`src/rtl/stream_serializer.sv`:
```
// Captures a full layer output vector on one pulse and drains it LANES elements per beat over
// valid/ready through a two-slot ping-pong buffer. Define SERIALIZE_ARGMAX_EN for argmax outputs.
module stream_serializer #(
  parameter int unsigned DATA_WIDTH = 16,
  parameter int unsigned NUM_NEURON = 30,
  parameter int unsigned LANES      = 1
) (
  input  logic                             clk,
  input  logic                             rstn,
  input  logic                             par_valid,
  input  logic [NUM_NEURON*DATA_WIDTH-1:0] par_data,
  output logic                             par_ready,
  output logic                             ser_valid,
  output logic [LANES*DATA_WIDTH-1:0]      ser_data,
  output logic                             ser_last,
  input  logic                             ser_ready,
  output logic                             overflow,
  input  logic                             clear_ovf,
  output logic                             busy
`ifdef SERIALIZE_ARGMAX_EN
  ,
  output logic [$clog2(NUM_NEURON)-1:0]    argmax_idx,
  output logic                             argmax_valid
`endif
);

  localparam int unsigned VecW  = NUM_NEURON * DATA_WIDTH;
  localparam int unsigned BeatW = LANES * DATA_WIDTH;
  localparam int unsigned Beats = NUM_NEURON / LANES;
  localparam int unsigned BcW   = (Beats > 1) ? $clog2(Beats) : 1;

  if ((NUM_NEURON % LANES) != 0) begin : g_lanes_check
    $error("stream_serializer: LANES must divide NUM_NEURON");
  end

  logic [VecW-1:0]  r_slot [2];
  logic [1:0]       r_full;
  logic             r_wr_ptr;
  logic             r_rd_ptr;
  logic [BcW-1:0]   r_bc;
  logic             r_ovf;

  logic             w_cap;
  logic             w_drop;
  logic             w_hs;
  logic [BeatW-1:0] w_beat;

  assign par_ready = ~(r_full[0] & r_full[1]);
  assign busy      = r_full[0] | r_full[1];
  assign overflow  = r_ovf;

  assign ser_valid = r_full[r_rd_ptr];
  assign w_beat    = r_slot[r_rd_ptr][r_bc*BeatW +: BeatW];
  // Gate data so it reads zero whenever no beat is offered, including straight out of reset.
  assign ser_data  = ser_valid ? w_beat : '0;
  assign ser_last  = ser_valid & (r_bc == BcW'(Beats - 1));

  assign w_cap  = par_valid & par_ready;
  assign w_drop = par_valid & ~par_ready;
  assign w_hs   = ser_valid & ser_ready;

  always_ff @(posedge clk) begin
    if (w_cap) begin
      r_slot[r_wr_ptr] <= par_data;
    end
  end

  // A capture always targets a free slot and a release always a full one, so the two
  // updates to r_full below never touch the same bit.
  always_ff @(posedge clk or negedge rstn) begin
    if (!rstn) begin
      r_full   <= '0;
      r_wr_ptr <= 1'b0;
      r_rd_ptr <= 1'b0;
      r_bc     <= '0;
      r_ovf    <= 1'b0;
    end else begin
      if (w_cap) begin
        r_full[r_wr_ptr] <= 1'b1;
        r_wr_ptr         <= ~r_wr_ptr;
      end
      if (w_hs) begin
        if (ser_last) begin
          r_bc             <= '0;
          r_full[r_rd_ptr] <= 1'b0;
          r_rd_ptr         <= ~r_rd_ptr;
        end else begin
          r_bc <= r_bc + BcW'(1);
        end
      end
      if (w_drop) begin
        r_ovf <= 1'b1;
      end else if (clear_ovf) begin
        r_ovf <= 1'b0;
      end
    end
  end

`ifdef SERIALIZE_ARGMAX_EN
  localparam int unsigned IdxW = $clog2(NUM_NEURON);

  logic signed [DATA_WIDTH-1:0] r_max;
  logic signed [DATA_WIDTH-1:0] w_best_val;
  logic [IdxW-1:0]              r_max_idx;
  logic [IdxW-1:0]              w_best_idx;
  logic [IdxW-1:0]              r_am_idx;
  logic                         r_am_valid;

  // Strict greater-than keeps the earliest index on ties; beat 0 restarts the search.
  always_comb begin
    w_best_val = r_max;
    w_best_idx = r_max_idx;
    for (int j = 0; j < LANES; j++) begin
      if (((r_bc == '0) && (j == 0)) ||
          ($signed(w_beat[j*DATA_WIDTH +: DATA_WIDTH]) > w_best_val)) begin
        w_best_val = $signed(w_beat[j*DATA_WIDTH +: DATA_WIDTH]);
        w_best_idx = IdxW'(r_bc * LANES + j);
      end
    end
  end

  always_ff @(posedge clk or negedge rstn) begin
    if (!rstn) begin
      r_max      <= '0;
      r_max_idx  <= '0;
      r_am_idx   <= '0;
      r_am_valid <= 1'b0;
    end else begin
      r_am_valid <= w_hs & ser_last;
      if (w_hs) begin
        r_max     <= w_best_val;
        r_max_idx <= w_best_idx;
        if (ser_last) begin
          r_am_idx <= w_best_idx;
        end
      end
    end
  end

  assign argmax_idx   = r_am_idx;
  assign argmax_valid = r_am_valid;
`endif

endmodule

```
`config.mk`:
```
export PLATFORM = sky130hd
export DESIGN_NAME = stream_serializer
export DESIGN_NICKNAME = d
export VERILOG_FILES = /design/src/rtl/stream_serializer.sv
export SDC_FILE = /design/constraint.sdc
export NUM_CORES = 1
export LEC_CHECK = 0
export CAP_MARGIN = 20
export CORE_MARGIN = 1
export CORE_UTILIZATION = 45
export DETAILED_ROUTE_END_ITERATION = 6
export HOLD_SLACK_MARGIN = 0.08
export PLACE_DENSITY_LB_ADDON = 0.1
export SLEW_MARGIN = 20
export SYNTH_ARGS = -nofsm -noshare
export SYNTH_HDL_FRONTEND = slang
export SYNTH_SLANG_ARGS = --single-unit
```
`constraint.sdc`:
```
create_clock -name clk -period 25.3 [get_ports clk]
set_input_delay 5.06 -clock clk [delete_from_list [all_inputs] [get_ports clk]]
set_output_delay 5.06 -clock clk [all_outputs]
set_load 0.005 [all_outputs]
```
==> impl_metrics.env, run 1 <==
export IMPL_outcome="finished clean"
export IMPL_vias=19500
export IMPL_hpwl_um=66300
export IMPL_synth_top_cell_area_share=0.773
export IMPL_grt_use_met2=0.389
export IMPL_grt_overflow=0
export IMPL_timing_fmax_mhz=88.7
export IMPL_first_iter_violations=1368
export IMPL_p_leak_nw=14.5
export IMPL_fp_dieW_um=290
export IMPL_max_slew_margin=0.202
export IMPL_holdWs_ps=535
export IMPL_wl_per_cell_um=28.4
export IMPL_use_met1=0.299
export IMPL_die_h_um=290
export IMPL_hold_violations=0
export IMPL_layout_nets=2798
export IMPL_async_flop_share=0.0103
export IMPL_timing_reg2reg_setup_slack_ps=21080
export IMPL_drv_slew=0
export IMPL_synth_common_cells="edfxtp_1 (960), mux2i_1 (214), mux4_2 (145)"
export IMPL_synth_edff_count=960
export IMPL_core_area_um2=82100
export IMPL_grt_util_met3=0.0678
export IMPL_track_usage=0.235
export IMPL_clock_tree_root_cell="clkbuf_16"
export IMPL_drtPass1Iterations=5
export IMPL_synth_area_leaders="edfxtp_1 (77%), mux4_2 (8.8%), mux2i_1 (5.7%), dfrtp_1 (0.67%), nand2_1 (0.60%)"
export IMPL_cpMostUsedCell="buf_4"
export IMPL_synth_distinct_cells=47
export IMPL_grt_max_degree=165
export IMPL_power_mw=5.04
export IMPL_critPathSlowestCell="dfrtp_4"
export IMPL_ys_ff_latch=970
export IMPL_synthToLayoutAreaGrowth_pct=24.6
export IMPL_start_util=0.454
export IMPL_cp_cell_sequence="buf_4, buf_4, buf_4, mux4_2, nand2_1, a21oi_1, a2111oi_0, o32ai_1, clkdlybuf4s50_1"
export IMPL_antenna_found_initial=40
export IMPL_synth_area_um2=37300
export IMPL_powerDensity_nw_per_um2=108
export IMPL_tightestPinTransition_ps=1190
export IMPL_wirelength_um=98800
export IMPL_ctsHoldBuffers=0
export IMPL_critPathCaptureType="output pin"
export IMPL_hold_path_class="reg -> reg"
export IMPL_syn_num_nets=2266
export IMPL_worstSkewPairLatency_ps=650
export IMPL_cpLargestDelayFamily="buffers and inverters"
export IMPL_final_util=0.566
export IMPL_synth_area_per_cell_um2=21.0
export IMPL_path_clk_slew_ps=60
export IMPL_io_pins=506
export IMPL_fillers=6237
export IMPL_ys_seq_area_frac=0.779
export IMPL_cp_num_buf_inv=4
export IMPL_fin_crit_sh=0.446
export IMPL_start_kind="flop"
export IMPL_ir_worst_vdd_v=0.0000575
export IMPL_grt_pass1_vias=20500
export IMPL_dieArea_um2=84100
export IMPL_drive_gt1_frac=0.134
export IMPL_ant_nets=0
export IMPL_vias_per_cell=5.60
export IMPL_max_stage_delay_ps=910
export IMPL_drv_cap=0
export IMPL_post_cts_setup_buffers=0
export IMPL_clkSinkCount=970
export IMPL_finClkSkew_ps=26.6
export IMPL_cp_data_arrival_time_ps=6220
export IMPL_crit_required_ps=20240
export IMPL_cts_max_path_buffers=3
export IMPL_port_buffers=505
export IMPL_synth_flop_cell="edfxtp_1"
export IMPL_grt_first_pass_wirelength_um=141000
export IMPL_tns_ps=0
export IMPL_syn_inst=1779
export IMPL_worstPathMaxFanout=54
export IMPL_setup_viol=0
export IMPL_rsz0062_at_grt="no"
export IMPL_grt_busiest_layer="met2"
export IMPL_cts_buffers=101
export IMPL_synth_top_area_cell="edfxtp_1"
export IMPL_path_class="reg -> out"
export IMPL_drc=0
export IMPL_rows=105
export IMPL_finalCriticalPeriod_ps=11280
export IMPL_synth_most_common_cell="edfxtp_1"
export IMPL_cts_tree="built"
export IMPL_multi_input_area_um2=7620
export IMPL_yosys_warnings=0
export IMPL_finalWeightedCongestion=0.787
export IMPL_ff_latch_area_um2=29100
export IMPL_ctsResizeCount=0
export IMPL_htree_levels=3
## tightest hold or removal path, stage by stage, from the launching register on
cell     delay, ps
dfrtp_1        380
inv_1           50
o21ai_0         70
## cell usage in the layout (no fill, tap or decap), drive strengths merged, types with 31 or more instances in the layout
master and n:
a21oi 39, buf 31, clkbuf 139, clkdlybuf4s50 505
clkinv 42, edfxtp 960, mux2i 214, mux4 145
nand2 60, o21ai 33, o22ai 32
## where the power goes
part	switching [mW]	internal, mW
logic	0.894	0.629
clock network	0.594	0.782
registers	0.0961	2.05
total	1.58	3.46
## cells by family (layout without fill, tap and decap cells)
logic type      after synthesis  in the layout  share of synthesized area
buf+inv                     110            728                     0.0177
compound gates              234            234                     0.0442
xor+xnor                      2              2                   0.000470
mux                         361            361                      0.146
fa+ha+maj                     2              2                   0.000671
simple gates                100            100                     0.0121
flops                       970            970                      0.779
other cells                   0             14                          0
## area by class of cell
| cell class | instances | area share |
|---|---|---|
| Multi-Input combinational cell | 699 | 0.164 |
| Tap cell | 1070 | 0.0288 |
| Antenna cell | 14 | 0.000753 |
| Timing Repair Buffer | 536 | 0.115 |
| Clock buffer | 139 | 0.0594 |
| Clock inverter | 50 | 0.00638 |
| Sequential cell | 970 | 0.626 |
| Inverter | 3 | 0.000242 |
## per-layer routing
metal  share of wire  routed length, um
met5          0.0021                211
met4           0.021               2080
met3           0.079               7850
met2            0.50              49700
met1            0.39              39000
## sequential cells by signal (all words and copies together) (netlist names)
register,flops
r_full,2
r_slot,960
r_bc,5
r_wr_ptr,1
r_rd_ptr,1
overflow,1
## metrics by stage
stage | setup WS [ps] | area, um2 | instances
floorplan | 6580 | 37300 | 1779
global placement | 14520 | 43300 | 3276
detailed placement | 14530 | 43400 | 3277
CTS | 13820 | 46400 | 3466
global route | 13670 | 46500 | 3480
finish | 14020 | 46500 | 3481
## final timing paths
kind                           start  cells after the start        endpoint
max                         r_rd_ptr                      9    ser_data[12]
min                         overflow                      2        overflow
max reg2reg                r_full[0]                      5  r_slot[1][271]
min reg2reg                 overflow                      2        overflow
max in group asynchronous       rstn                      1         r_bc[2]
min in group asynchronous       rstn                      1        r_wr_ptr
Note: power is estimated with default switching activity, not from simulation.
==> run 2, diff against run 1 <==
- clock period: 25.3 -> 10.9 ns (I/O delays scaled with it)
==> run 2 against run 1 <==
- via count about the same
- design area up 0.40%
- clock-buffer cell count down 8
- combinational power up 130%
- final cell count down 0.26%
- first-iteration DRC count up 20%
- sequential share of layout area down 0.25 points
- critical endpoint is now ser_data[0]
==> impl_metrics.env, run 2 (synthesis gave the netlist of run 1 again) <==
export IMPL_first_iter_violations=1639
export IMPL_hold_violations=0
export IMPL_grt_overflow=0
export IMPL_cts_tree="built"
export IMPL_reg_top3="r_slot x960, r_bc x5, r_full x2"
export IMPL_finClkSkew_ps=18.2
export IMPL_start_kind="flop"
export IMPL_fp_dieW_um=290
export IMPL_power_mw=12.0
export IMPL_synthToLayoutAreaGrowth_pct=25.1
export IMPL_grt_first_pass_wirelength_um=143000
export IMPL_largest_register_ff_count=960
export IMPL_design_area_um2=46700
export IMPL_ctsHoldBuffers=0
export IMPL_max_slew_margin=0.176
export IMPL_drv_slew=0
export IMPL_final_common_cell="edfxtp_1"
export IMPL_timing_fmax_mhz=140
export IMPL_holdWs_ps=553
export IMPL_setup_viol=0
export IMPL_drv_cap=0
export IMPL_tns_ps=0
export IMPL_rows=105
export IMPL_cts_buffers=101
export IMPL_critPathCaptureType="output pin"
export IMPL_p_leak_nw=14.6
export IMPL_ctsResizeCount=0
export IMPL_vias_per_cell=5.61
export IMPL_outcome="finished clean"
export IMPL_htree_levels=3
export IMPL_crit_required_ps=8720
export IMPL_antenna_found_initial=32
export IMPL_worstPathMaxFanout=38
export IMPL_clkSinkCount=970
export IMPL_instances_no_fill=3472
export IMPL_cts_max_path_buffers=3
export IMPL_port_buffers=505
export IMPL_dp_cells=3272
export IMPL_finalWeightedCongestion=0.802
export IMPL_clock_tree_root_cell="clkbuf_16"
export IMPL_vias=19500
export IMPL_cp_data_arrival_time_ps=4960
export IMPL_io_pins=506
export IMPL_layout_nets=2792
export IMPL_start_util=0.454
export IMPL_wl_per_cell_um=28.9
export IMPL_wirelength_um=100000
export IMPL_fillers=6167
export IMPL_drc=0
export IMPL_rsz0062_at_grt="no"
export IMPL_multi_input_area_um2=7620
export IMPL_hold_path_class="reg -> reg"
export IMPL_regMostFlops="r_slot"
export IMPL_tightestPinTransition_ps=1240
export IMPL_fin_crit_sh=0.655
export IMPL_dieArea_um2=84100
export IMPL_drive_gt1_frac=0.136
export IMPL_path_class="reg -> out"
export IMPL_path_clk_slew_ps=60
export IMPL_ff_latch_area_um2=29100
export IMPL_ant_nets=0
export IMPL_dpl_cell_area_um2=43400
export IMPL_drtPass1Iterations=5
export IMPL_ir_worst_vdd_v=0.000155
export IMPL_post_cts_setup_buffers=0
export IMPL_die_h_um=290
export IMPL_grt_max_degree=172
export IMPL_track_usage=0.239
export IMPL_final_cell_mix="edfxtp_1 (960), clkdlybuf4s50_1 (505), mux2i_1 (214), mux4_2 (145), clkbuf_16 (101)"
export IMPL_core_area_um2=82100
export IMPL_powerDensity_nw_per_um2=256
export IMPL_worstSkewPairLatency_ps=650
export IMPL_finalCriticalPeriod_ps=7140
export IMPL_grt_pass1_vias=20500
export IMPL_hpwl_um=68200
-- run 2: changes by cell type in the layout (fill, tap and decap cells not counted), moves of 4 or more --
cell        change
buf_12          +4
clkinvlp_4      +4
buf_4           -6
clkinv_1        -9
bufinv_16      +10
-- run 2: power breakdown --
group / switching [mW] / internal (mW)
Combinational: 2.06 / 1.46
Clock: 1.41 / 2.00
Sequential: 0.277 / 4.75
-- run 2: area by class of cell --
type | count | area share
clock inverters | 55 | 0.0135
multi-input cells | 699 | 0.163
clock buffers | 131 | 0.0565
repair buffers | 530 | 0.114
flip-flops and latches | 970 | 0.623
inverters | 3 | 0.000241
diodes | 14 | 0.000750
well taps | 1070 | 0.0287
-- run 2: per-stage QoR --
stage                     worst slack (ps)   util
after floorplan                        788      -
after global placement                4520  0.528
after detailed placement              4430  0.528
after CTS                             3760  0.568
after global routing                  3580  0.568
final                                 3760  0.569
-- run 2: path summary, 6_finish.rpt --
path,slack [ps],to,from,cells after the start
setup / recovery,3760,ser_data[0],r_bc[1],8
hold / removal,550,r_wr_ptr,r_wr_ptr,1
setup reg to reg,7880,r_slot[0][323],r_full[0],5
hold reg to reg,550,r_wr_ptr,r_wr_ptr,1
max in group asynchronous,8580,r_bc[0],rstn,1
min in group asynchronous,1890,r_bc[4],rstn,1
-- run 2: critical path: stages, from the launching register on --
cell	delay (ps)
dfrtp_2	610
buf_4	630
nand3b_1	730
buf_4	520
o22ai_1	250
a211oi_1	90
a21oi_1	540
a32o_1	220
clkdlybuf4s50_1	640
-- run 2: routing by layer --
metal	up-vias	share of wire	GRT usage
met5	-	0.0027	0
met4	38	0.025	0.0791
met3	171	0.071	0.0609
met2	650	0.50	0.396
met1	10100	0.40	0.308
li1	8551	-	-
==> run 3, diff against run 2 <==
- clock period: 10.9 -> 6.5 ns (I/O delays scaled with it)
==> run 3 against run 2 <==
- global-route usage decreased by 0.25 points
- core utilization is 0.058 points higher
- clock-buffer cell count down 5
- flip-flop and latch count unchanged
- power up 67%
- worst setup slack worse by 2900 ps
- die area unchanged
- register-to-register slack got worse by 3800 ps
==> impl_metrics.env, run 3 (synthesis gave the netlist of run 1 again) <==
export IMPL_wirelength_um=99800
export IMPL_drc=0
export IMPL_worstHoldEndpoint="r_wr_ptr"
export IMPL_path_clk_slew_ps=60
export IMPL_dieArea_um2=84100
export IMPL_drv_cap=0
export IMPL_final_cell_mix="edfxtp_1 (960), clkdlybuf4s50_1 (505), mux2i_1 (214), mux4_2 (145), clkbuf_16 (102)"
export IMPL_htree_levels=3
export IMPL_hold_path_class="reg -> reg"
export IMPL_fin_crit_sh=0.868
export IMPL_track_usage=0.236
export IMPL_cts_max_path_buffers=3
export IMPL_hold_path_cell_count=1
export IMPL_hold_violations=0
export IMPL_grt_first_pass_wirelength_um=141000
export IMPL_rsz0062_at_grt="no"
export IMPL_grt_pass1_vias=20500
export IMPL_finClkSkew_ps=23.0
export IMPL_final_common_cell="edfxtp_1"
export IMPL_die_h_um=290
export IMPL_start_kind="flop"
export IMPL_r2r_cells=3
export IMPL_timing_fmax_mhz=177
export IMPL_hp_start="r_wr_ptr"
export IMPL_cts_tree="built"
export IMPL_power_mw=20.0
export IMPL_drtPass1Iterations=5
export IMPL_holdWs_ps=559
export IMPL_worstPathMaxFanout=50
export IMPL_outcome="finished clean"
export IMPL_reg_top3="r_slot x960, r_bc x5, r_full x2"
export IMPL_layout_nets=2796
export IMPL_regMostFlops="r_slot"
export IMPL_cp_data_arrival_time_ps=4340
export IMPL_r2r_start="r_full[0]"
export IMPL_rows=105
export IMPL_clkSinkCount=970
export IMPL_dp_cells=3277
export IMPL_hpwl_um=68200
export IMPL_fp_dieW_um=290
export IMPL_io_pins=506
export IMPL_wl_per_cell_um=28.6
export IMPL_reg2reg_to="r_slot[1][136]"
export IMPL_ctsHoldBuffers=0
export IMPL_start_util=0.454
export IMPL_ant_nets=0
export IMPL_post_cts_setup_buffers=0
export IMPL_antenna_found_initial=51
export IMPL_ctsResizeCount=0
export IMPL_drv_slew=0
export IMPL_powerDensity_nw_per_um2=427
export IMPL_cts_buffers=100
export IMPL_clock_tree_root_cell="clkbuf_16"
export IMPL_core_area_um2=82100
export IMPL_critPathCaptureType="output pin"
export IMPL_port_buffers=505
export IMPL_grt_overflow=0
export IMPL_tns_ps=0
export IMPL_first_iter_violations=1480
export IMPL_synthToLayoutAreaGrowth_pct=25.3
export IMPL_instances_no_fill=3484
export IMPL_finalWeightedCongestion=0.788
export IMPL_vias_per_cell=5.63
export IMPL_finalCriticalPeriod_ps=5640
export IMPL_path_class="reg -> out"
export IMPL_tightestPinTransition_ps=1190
export IMPL_crit_required_ps=5200
export IMPL_largest_register_ff_count=960
export IMPL_drive_gt1_frac=0.138
export IMPL_vias=19600
export IMPL_p_leak_nw=14.6
export IMPL_grt_max_degree=169
export IMPL_max_slew_margin=0.208
export IMPL_timing_reg2reg_setup_slack_ps=4080
export IMPL_ir_worst_vdd_v=0.000284
export IMPL_setup_viol=0
export IMPL_worstSkewPairLatency_ps=650
==> run 3: metrics by stage <==
stage | util | worst slack [ps] | instance area [um2]
after floorplan | - | -2350 | 37300
after global placement | 0.530 | 1450 | 43500
after detailed placement | 0.530 | 1460 | 43500
after CTS | 0.568 | 737 | 46700
after global routing | 0.569 | 649 | 46700
final | 0.569 | 859 | 46700
==> run 3: cell type report <==
cell class	count	area, um2
clock buffer	126	2650
inverter	3	11.3
tap	1070	1340
clock inverter	56	497
sequential	970	29100
fill	6185	35400
antenna	25	62.6
multi-input combinational	699	7630
timing repair buffer	535	5440
==> run 3: critical path, cell delays in order, from the launching register on <==
cell and delay, ps:
dfrtp_4 900, buf_12 430, buf_4 310, mux4_2 530, mux2i_1 370, o211ai_1 180
a32o_1 270, clkdlybuf4s50_1 590
==> run 3: metal layers <==
metal,routed length (um),vias to the layer above,GRT usage,share of wire
li1,-,8577,-,-
met1,38500,10100,0.298,0.39
met2,49300,692,0.383,0.49
met3,8770,188,0.0764,0.088
met4,2930,44,0.0883,0.029
met5,291,-,0,0.0029
==> run 3: worst max-delay path by stage <==
stage	startpoint	to	slack, ps	cells after the start
after detailed placement	r_rd_ptr	ser_data[14]	1460	7
after global placement	r_rd_ptr	ser_data[14]	1450	7
after floorplan	par_valid	r_slot[0][0]	-2350	2
final	r_rd_ptr	ser_data[14]	860	7
after CTS	r_rd_ptr	ser_data[14]	740	7
after global routing	r_rd_ptr	ser_data[14]	650	7
==> run 3: report_power, final <==
group          switching, mW  total [mW]  internal, mW
combinational           3.56        6.06          2.50
clock                   2.33        5.52          3.20
sequential             0.405        8.37          7.97
